**config.mk**
```make
export PLATFORM = sky130hd
export DESIGN_NAME = mem_arbiter_flat
export DESIGN_NICKNAME = d
export VERILOG_FILES = /design/src/rtl/mem_arb_pkg.sv /design/src/rtl/mem_arbiter_if.sv /design/src/rtl/mem_arbiter.sv /design/src/flat_wrapper.sv
export SDC_FILE = /design/constraint.sdc
export NUM_CORES = 1
export LEC_CHECK = 0
export CAP_MARGIN = 0
export CORE_MARGIN = 4
export CORE_UTILIZATION = 25
export CTS_BUF_LIST = sky130_fd_sc_hd__clkbuf_16
export DETAILED_ROUTE_END_ITERATION = 6
export DONT_BUFFER_PORTS = 1
export MAX_ROUTING_LAYER = met4
export SLEW_MARGIN = 20
export SYNTH_ARGS = -nofsm -noshare
export SYNTH_HDL_FRONTEND = slang
export SYNTH_SLANG_ARGS = --single-unit
export TNS_END_PERCENT = 10
```
**constraint.sdc**
```tcl
create_clock -name clk -period 3.8 [get_ports clk]
set_input_delay 0.57 -clock clk [delete_from_list [all_inputs] [get_ports clk]]
set_output_delay 0.57 -clock clk [all_outputs]
set_load 0.03 [all_outputs]
```
**src/rtl/mem_arb_pkg.sv**
```systemverilog
// Shared definitions for the instruction/data memory arbiter: FSM state
// encoding, port identifiers and the default acknowledge timeout.
package mem_arb_pkg;

   typedef enum logic [1:0] {
      IDLE  = 2'd0,
      IBUSY = 2'd1,
      DBUSY = 2'd2,
      RESP  = 2'd3
   } arbState_t;

   localparam logic PORT_I = 1'b0;
   localparam logic PORT_D = 1'b1;

   localparam int DEFAULT_TIMEOUT = 255;

endpackage

```
**src/rtl/mem_arbiter_if.sv**
```systemverilog
// Bundle of the fetch port, the data port and the shared memory port.
// The slave modport is the arbiter's view; master is the environment's view.
interface mem_arbiter_if;

   logic        inst_req;
   logic [31:0] inst_addr;
   logic [31:0] inst_rdata;
   logic        inst_rdy;

   logic        data_req;
   logic [3:0]  data_wen;
   logic [31:0] data_addr;
   logic [31:0] data_wdata;
   logic [31:0] data_rdata;
   logic        data_rdy;

   logic        mem_req;
   logic [3:0]  mem_wen;
   logic [31:0] mem_addr;
   logic [31:0] mem_wdata;
   logic [31:0] mem_rdata;
   logic        mem_ack;

   logic        bus_err;

   modport slave (
      input  inst_req, inst_addr,
      input  data_req, data_wen, data_addr, data_wdata,
      input  mem_rdata, mem_ack,
      output inst_rdata, inst_rdy,
      output data_rdata, data_rdy,
      output mem_req, mem_wen, mem_addr, mem_wdata,
      output bus_err
   );

   modport master (
      output inst_req, inst_addr,
      output data_req, data_wen, data_addr, data_wdata,
      output mem_rdata, mem_ack,
      input  inst_rdata, inst_rdy,
      input  data_rdata, data_rdy,
      input  mem_req, mem_wen, mem_addr, mem_wdata,
      input  bus_err
   );

endinterface

```
**src/rtl/mem_arbiter.sv**
```systemverilog
// Two-port memory arbiter: fetch and data requesters share one memory port.
// Ties alternate between the ports, a transaction that waits TIMEOUT cycles
// for mem_ack is aborted with bus_err, and all outputs are registered.
module mem_arbiter
   import mem_arb_pkg::*;
#(
   parameter int TIMEOUT = DEFAULT_TIMEOUT
) (
   input  logic         clk,
   input  logic         rst,
   mem_arbiter_if.slave bus
);

   // Last busy cycle index before the abort fires (counter starts at zero).
   localparam logic [7:0] TIMEOUT_LAST = 8'(TIMEOUT - 1);

   arbState_t   state_r;
   arbState_t   nextState_s;
   logic        pickData_s;
   logic        timeoutHit_s;

   logic        lastGrant_r;
   logic [7:0]  waitCnt_r;
   logic        memReq_r;
   logic [3:0]  memWen_r;
   logic [31:0] memAddr_r;
   logic [31:0] memWdata_r;
   logic [31:0] instRdata_r;
   logic [31:0] dataRdata_r;
   logic        instRdy_r;
   logic        dataRdy_r;
   logic        busErr_r;

   assign timeoutHit_s = (waitCnt_r == TIMEOUT_LAST) && !bus.mem_ack;

   // State register.
   always_ff @(posedge clk) begin
      if (rst) begin
         state_r <= IDLE;
      end else begin
         state_r <= nextState_s;
      end
   end

   // Next-state decode, including which port wins the grant in IDLE.
   always_comb begin
      nextState_s = state_r;
      pickData_s  = 1'b0;
      case (state_r)
         IDLE: begin
            if (bus.data_req && bus.inst_req) begin
               pickData_s  = (lastGrant_r == PORT_I);
               nextState_s = (lastGrant_r == PORT_I) ? DBUSY : IBUSY;
            end else if (bus.data_req) begin
               pickData_s  = 1'b1;
               nextState_s = DBUSY;
            end else if (bus.inst_req) begin
               pickData_s  = 1'b0;
               nextState_s = IBUSY;
            end else begin
               nextState_s = IDLE;
            end
         end
         IBUSY, DBUSY: begin
            if (bus.mem_ack || timeoutHit_s) begin
               nextState_s = RESP;
            end else begin
               nextState_s = state_r;
            end
         end
         RESP: begin
            nextState_s = IDLE;
         end
         default: begin
            nextState_s = IDLE;
         end
      endcase
   end

   // Latch the granted request, count wait cycles and build the responses.
   always_ff @(posedge clk) begin
      if (rst) begin
         lastGrant_r <= PORT_I;
         waitCnt_r   <= 8'd0;
         memReq_r    <= 1'b0;
         memWen_r    <= 4'b0000;
         memAddr_r   <= 32'h0000_0000;
         memWdata_r  <= 32'h0000_0000;
         instRdata_r <= 32'h0000_0000;
         dataRdata_r <= 32'h0000_0000;
         instRdy_r   <= 1'b0;
         dataRdy_r   <= 1'b0;
         busErr_r    <= 1'b0;
      end else begin
         memReq_r  <= (nextState_s == IBUSY) || (nextState_s == DBUSY);
         instRdy_r <= 1'b0;
         dataRdy_r <= 1'b0;
         busErr_r  <= 1'b0;
         case (state_r)
            IDLE: begin
               if (nextState_s != IDLE) begin
                  lastGrant_r <= pickData_s ? PORT_D : PORT_I;
                  waitCnt_r   <= 8'd0;
                  memAddr_r   <= pickData_s ? bus.data_addr : bus.inst_addr;
                  memWen_r    <= pickData_s ? bus.data_wen : 4'b0000;
                  memWdata_r  <= pickData_s ? bus.data_wdata : 32'h0000_0000;
               end
            end
            IBUSY, DBUSY: begin
               if (bus.mem_ack || timeoutHit_s) begin
                  // An aborted transaction returns zero data with bus_err.
                  busErr_r <= !bus.mem_ack;
                  if (state_r == DBUSY) begin
                     dataRdy_r   <= 1'b1;
                     dataRdata_r <= bus.mem_ack ? bus.mem_rdata : 32'h0000_0000;
                  end else begin
                     instRdy_r   <= 1'b1;
                     instRdata_r <= bus.mem_ack ? bus.mem_rdata : 32'h0000_0000;
                  end
               end else begin
                  waitCnt_r <= waitCnt_r + 8'd1;
               end
            end
            default: begin
            end
         endcase
      end
   end

   assign bus.mem_req    = memReq_r;
   assign bus.mem_wen    = memWen_r;
   assign bus.mem_addr   = memAddr_r;
   assign bus.mem_wdata  = memWdata_r;
   assign bus.inst_rdata = instRdata_r;
   assign bus.inst_rdy   = instRdy_r;
   assign bus.data_rdata = dataRdata_r;
   assign bus.data_rdy   = dataRdy_r;
   assign bus.bus_err    = busErr_r;

endmodule
```
**src/flat_wrapper.sv**
```systemverilog
// flat-port wrapper written by rule: the top's interface ports become plain ports
module mem_arbiter_flat import mem_arb_pkg::*;
#(
   parameter int TIMEOUT = DEFAULT_TIMEOUT
)
  (clk, rst, bus_inst_req, bus_inst_addr, bus_data_req, bus_data_wen, bus_data_addr, bus_data_wdata, bus_mem_rdata, bus_mem_ack, bus_inst_rdata, bus_inst_rdy, bus_data_rdata, bus_data_rdy, bus_mem_req, bus_mem_wen, bus_mem_addr, bus_mem_wdata, bus_bus_err);
  mem_arbiter_if bus_i ();
  input  logic clk;
  input  logic rst;
  input wire logic [$bits(bus_i.inst_req)-1:0] bus_inst_req;
  input wire logic [$bits(bus_i.inst_addr)-1:0] bus_inst_addr;
  input wire logic [$bits(bus_i.data_req)-1:0] bus_data_req;
  input wire logic [$bits(bus_i.data_wen)-1:0] bus_data_wen;
  input wire logic [$bits(bus_i.data_addr)-1:0] bus_data_addr;
  input wire logic [$bits(bus_i.data_wdata)-1:0] bus_data_wdata;
  input wire logic [$bits(bus_i.mem_rdata)-1:0] bus_mem_rdata;
  input wire logic [$bits(bus_i.mem_ack)-1:0] bus_mem_ack;
  output wire logic [$bits(bus_i.inst_rdata)-1:0] bus_inst_rdata;
  output wire logic [$bits(bus_i.inst_rdy)-1:0] bus_inst_rdy;
  output wire logic [$bits(bus_i.data_rdata)-1:0] bus_data_rdata;
  output wire logic [$bits(bus_i.data_rdy)-1:0] bus_data_rdy;
  output wire logic [$bits(bus_i.mem_req)-1:0] bus_mem_req;
  output wire logic [$bits(bus_i.mem_wen)-1:0] bus_mem_wen;
  output wire logic [$bits(bus_i.mem_addr)-1:0] bus_mem_addr;
  output wire logic [$bits(bus_i.mem_wdata)-1:0] bus_mem_wdata;
  output wire logic [$bits(bus_i.bus_err)-1:0] bus_bus_err;
  assign bus_i.inst_req = bus_inst_req;
  assign bus_i.inst_addr = bus_inst_addr;
  assign bus_i.data_req = bus_data_req;
  assign bus_i.data_wen = bus_data_wen;
  assign bus_i.data_addr = bus_data_addr;
  assign bus_i.data_wdata = bus_data_wdata;
  assign bus_i.mem_rdata = bus_mem_rdata;
  assign bus_i.mem_ack = bus_mem_ack;
  assign bus_inst_rdata = bus_i.inst_rdata;
  assign bus_inst_rdy = bus_i.inst_rdy;
  assign bus_data_rdata = bus_i.data_rdata;
  assign bus_data_rdy = bus_i.data_rdy;
  assign bus_mem_req = bus_i.mem_req;
  assign bus_mem_wen = bus_i.mem_wen;
  assign bus_mem_addr = bus_i.mem_addr;
  assign bus_mem_wdata = bus_i.mem_wdata;
  assign bus_bus_err = bus_i.bus_err;
  mem_arbiter #(.TIMEOUT(TIMEOUT)) u_core (.clk(clk), .rst(rst), .bus(bus_i));
endmodule
```
==> After elaboration in Yosys (flattened, before gate mapping) <==
Index checks and enable logic that the tools add are counted.
Widths: inputs -> output; s select.
{ "totals": {"regBits": 147, "inputBits": 137, "elab_cells": 58, "output_inout_bits": 136} }
{ "classes": {"n_eq_ne": 8, "n_mux": 19, "reduce_logical": 14, "n_addsub": 1, "bitwise_logic": 4} }
{ "op_table": {"columns": ["operator", "count"], "rows": [
  ["$mux 32", 3],
  ["$mux 8", 2],
  ["$pmux 8 s2", 1],
  ["$reduce_and 3->1", 3],
  ["$add 8x1->8 const B", 1],
  ["$eq 8x8->1 const B", 1],
  ["$mux 2", 4],
  ["$mux 1", 7],
  ["$eq 2x2->1 const B", 3],
  ["$pmux 2 s3", 1],
  ["$eq 2x1->1 const B", 2],
  ["$mux 4", 1],
  ["$not 1->1", 4],
  ["$reduce_bool 2->1", 2],
  ["$reduce_or 3->1", 1],
  ["$logic_and 1x1->1", 2],
  ["$logic_not 2->1", 1],
  ["$logic_or 1x1->1", 2],
  ["$ne 2x1->1 const B", 1],
  ["$ne 2x2->1 const B", 1],
  ["$reduce_and 2->1", 1],
  ["$reduce_or 2->1", 1],
  ["$logic_not 1->1", 1]
]} }

==> Longest topological paths before layout <==
{ "depth": {"ltp_word": 8, "depth_mapped": 13, "depth_no_buf": 11} }

==> Least setup slack after synthesis <==
Ideal clock, no wire load.
{ "synth_timing": {"kind": "reg-to-reg", "from": "reg u_core.state_r[1]", "to": "reg u_core.waitCnt_r[7]", "path_stages_with_launch": 13, "path_buffers": 1, "period_less_slack_ns": 2.683, "slack_ns": 1.117, "arrival_time_ns": 2.612, "required_ns": 3.730, "path_cell_list": "dfxtp_1 -> inv_1 -> ha_1 -> buf_2 -> inv_1 -> nor2_1 -> o21ai_0 -> and2_1 -> ha_1 -> a211oi_2 -> o211ai_1 -> or4_1 -> a21oi_1"} }
{ "synth_via": {"elab_chain_len": 6} }
{ "synth_lines": {"columns": ["element", "line", "rtl"], "rows": [
  ["start, declared", "mem_arbiter.sv:17", "arbState_t state_r;"],
  ["start signal, assigned", "mem_arbiter.sv:41", "state_r <= nextState_s;"],
  ["$eq 2x1->1 / $eq 2x2->1 (equally long branches)", "mem_arbiter.sv:49, mem_arbiter.sv:99", null],
  ["$reduce_or 2->1", "mem_arbiter.sv:49, mem_arbiter.sv:99", null],
  ["$pmux 2 s3", "mem_arbiter.sv:49", "case (state_r)"],
  ["$reduce_bool 2->1", "mem_arbiter.sv:101", "if (nextState_s != IDLE) begin"],
  ["$ne 2x1->1 (no line)", null, null],
  ["$reduce_and 3->1 (no line)", null, null],
  ["end signal, assigned", "mem_arbiter.sv:121", "waitCnt_r <= waitCnt_r + 8'd1;"],
  ["end, declared", "mem_arbiter.sv:23", "logic [7:0] waitCnt_r;"]
]} }
Parallel ways exist; a longest one is shown, timed or not.
A chain may end at the register's enable or synchronous reset.

==> Worst setup path after layout <==
{ "layout_timing": {"from": "reg u_core.state_r[0]", "to": "reg u_core.waitCnt_r[7]"} }
The elaborated chain is that of the path after synthesis.

==> flow_summary.toml <==
[floorplanning]
design.core.area_um2 = 21800
ios = 273
die_w_um = 156
fp.dieH_um = 156
rows = 54
initial_utilization_pct = 25.3
die_area_um2 = 24500

[global_route]
grt_usage_pct = 11.7
grt_pass1_vias = 4035
grt_pass1_wl_um = 22100
grt_max_degree = 83
antenna_found_initial = 0
grt.overflow.total = 0

[sta]
rsz0062_at_grt = "false"
fin_crit_sh_pct = 82.6
fin_setup_tns_ps = 0
setup_viol = 0
min_period_ps = 3140
max-slew-margin-rel_pct = 64.1
max_freq_ghz = 0.319
hold_violations = 0
fin_skew_ps = 10.9
setup_slack_ps = 661
worst_pin_slew_ps = 539
slew_violations = 0

[worst_setup_path]
path_max_fanout = 12
r2r_cells = 11
end_kind = "flip-flop"
required_ps = 4140
worstPathArrival_ps = 3480
path_class = "reg -> reg"
start_kind = "flip-flop"

[synth]
synthFlopType = "dfxtp_1"
syn_nets = 682
synth-async-reset-ratio_pct = 0
synth_area_per_cell_um2 = 10.3
synth_edf_count = 0
synth_largest_area_cell = "dfxtp_1"
synth_cell_types = 44
synth_area_leaders = "dfxtp_1 (53%), o2bb2ai_1 (8.9%), mux2i_1 (6.0%), nor2_1 (5.2%), a22oi_1 (4.9%)"
synth_top_cell_area_share_pct = 53.4
netlist_area_um2 = 5510
yosysSeqAreaShare_pct = 53.4
ys_ff_latch = 147
synthCells = 537
synth_warnings = 0

[hold_path]
hold_class = "in -> reg"
hold_path_depth = 1

[cts]
cts_buffer_depth = 2
cts.clk_slew.worst_paths_ps = 60
clk_latency_ps = 410
cts_buffers = 17
cts_setup_buffers = 0
clock-sinks = 147
cts_resized = 0
cts_root_buf = "clkbuf_16"
cts_hold_buf = 0
htree_levels = 4
tritoncts = "built"

[power]
leakage_nw = 2.31
power_density_nw_per_um2 = 677
peakVddDrop_mv = 0.245
finalPower_w = 0.00433

[detailed_routing]
via_per_inst = 4.85
drc = 0
routed_wl_um = 14500
drtPass1Iterations = 4
dr.first_iter.drc_count = 301
ant_nets = 0
num_vias = 3950
wl_per_cell_um = 17.8

[finish]
area_growth_pct = 15.9
drive_above_1_share_pct = 8.79
diodes = 0
nets = 667
fin_util_pct = 29.4

[placement]
io_buffers = 0
pre_cts_ws_ps = 715
dp_hpwl_um = 10000
place_congestion = 0.757

[flow_run]
max-cap-violations = 0

[outcome]
status = "completed"
routing by layer:
layer | wire length (um) | vias to the layer above | global-route usage (%)
met4 | 189 | 0 | 3.88
li1 | - | 1950 | -
met1 | 5910 | 1827 | 13.6
met5 | 0 | - | -
met3 | 1170 | 10 | 3.95
met2 | 7260 | 163 | 19.1
flip-flops by register name (all words and copies together) (netlist names):
signal,count
u_core.bus.inst_rdy,1
u_core.bus.mem_wen,4
u_core.waitCnt_r,8
u_core.bus.bus_err,1
u_core.bus.inst_rdata,32
u_core.bus.mem_wdata,32
u_core.bus.mem_addr,32
u_core.state_r,2
u_core.lastGrant_r,1
u_core.bus.data_rdy,1
u_core.bus.data_rdata,32
u_core.bus.mem_req,1
cells by family (layout without fill, tap and decap cells):
logic type,after synthesis,count (layout),synth area share [%]
multiplexers,33,33,5.99
AND/OR/NAND/NOR,137,137,10.6
adder cells (fa/ha/maj),8,8,1.82
flip-flops,147,147,53.4
buffers and inverters,49,47,4.49
AO/OA/AOI/OAI,163,163,23.7
cells in the mapped netlist (6+ instances only):
library cell	number
a211oi_1	33
a21oi_1	10
a22oi_1	36
a2bb2o_1	6
buf_2	12
clkbuf_1	25
dfxtp_1	147
ha_1	8
mux2i_1	33
nand2_1	37
nor2_1	76
o2bb2ai_1	56
placed cells by master (no fill, tap or decap), types with 2 or more instances in the layout:
master     Yosys  layout
a31oi_1        2       2
a32o_1         2       2
clkbuf_16      0      17
or4_1          2       2
nand3_1        5       5
ha_1           8       8
mux2i_1       33      33
a22oi_1       36      36
dfxtp_1      147     147
nand2_1       37      37
inv_1          5       6
o211ai_1       2       2
a2bb2o_1       6       6
or3_1          2       2
and3_1         2       2
inv_6          0       2
buf_4          0       8
o2bb2ai_1     56      56
a21oi_2        0       2
nor2_1        76      76
clkinv_1       1       2
nor4_1         2       2
o21a_1         2       2
bufinv_16      0       5
clkinv_4       0       5
a21oi_1       10       8
o21ai_0        5       5
nor2b_1        3       2
a211oi_1      33      33
worst max-delay path: stages (launching register included):
cell and delay [ps]:
dfxtp_1 380, inv_1 100, ha_1 520, inv_1 130
nor2_1 160, o21ai_0 120, and2_1 180, ha_1 310
a211oi_2 320, o211ai_1 190, or4_1 500, a21oi_1 150
report_power, final:
group	leakage, nW	total [W]	internal [W]	switching [W]
Sequential	1.20	0.00200	0.00167	0.000333
Combinational	0.794	0.000469	0.000185	0.000284
Clock	0.323	0.00186	0.00118	0.000680
final cells by class:
class | instances | area [um2]
flip-flops and latches | 147 | 2940
well taps | 280 | 350
repair buffers | 9 | 80.1
inverters | 6 | 22.5
clock inverters | 15 | 230
multi-input cells | 341 | 2340
clock buffers | 17 | 425
fillers | 2271 | 15400
stage by stage:
stage	area [um2]	hold slack, ps	std cells
after floorplan	5510	469	537
after global placement	5730	485	783
after detailed placement	5730	497	783
after CTS	6390	203	815
after global routing	6390	191	815
final	6390	228	815
final timing paths:
kind	from	endpoint	slack [ps]
min reg2reg	u_core.waitCnt_r[6]	u_core.waitCnt_r[6]	510
max	u_core.state_r[0]	u_core.waitCnt_r[7]	660
max reg2reg	u_core.state_r[0]	u_core.waitCnt_r[7]	660
min	rst	u_core.bus.mem_addr[8]	230
Power figures use the tool's default switching activity.
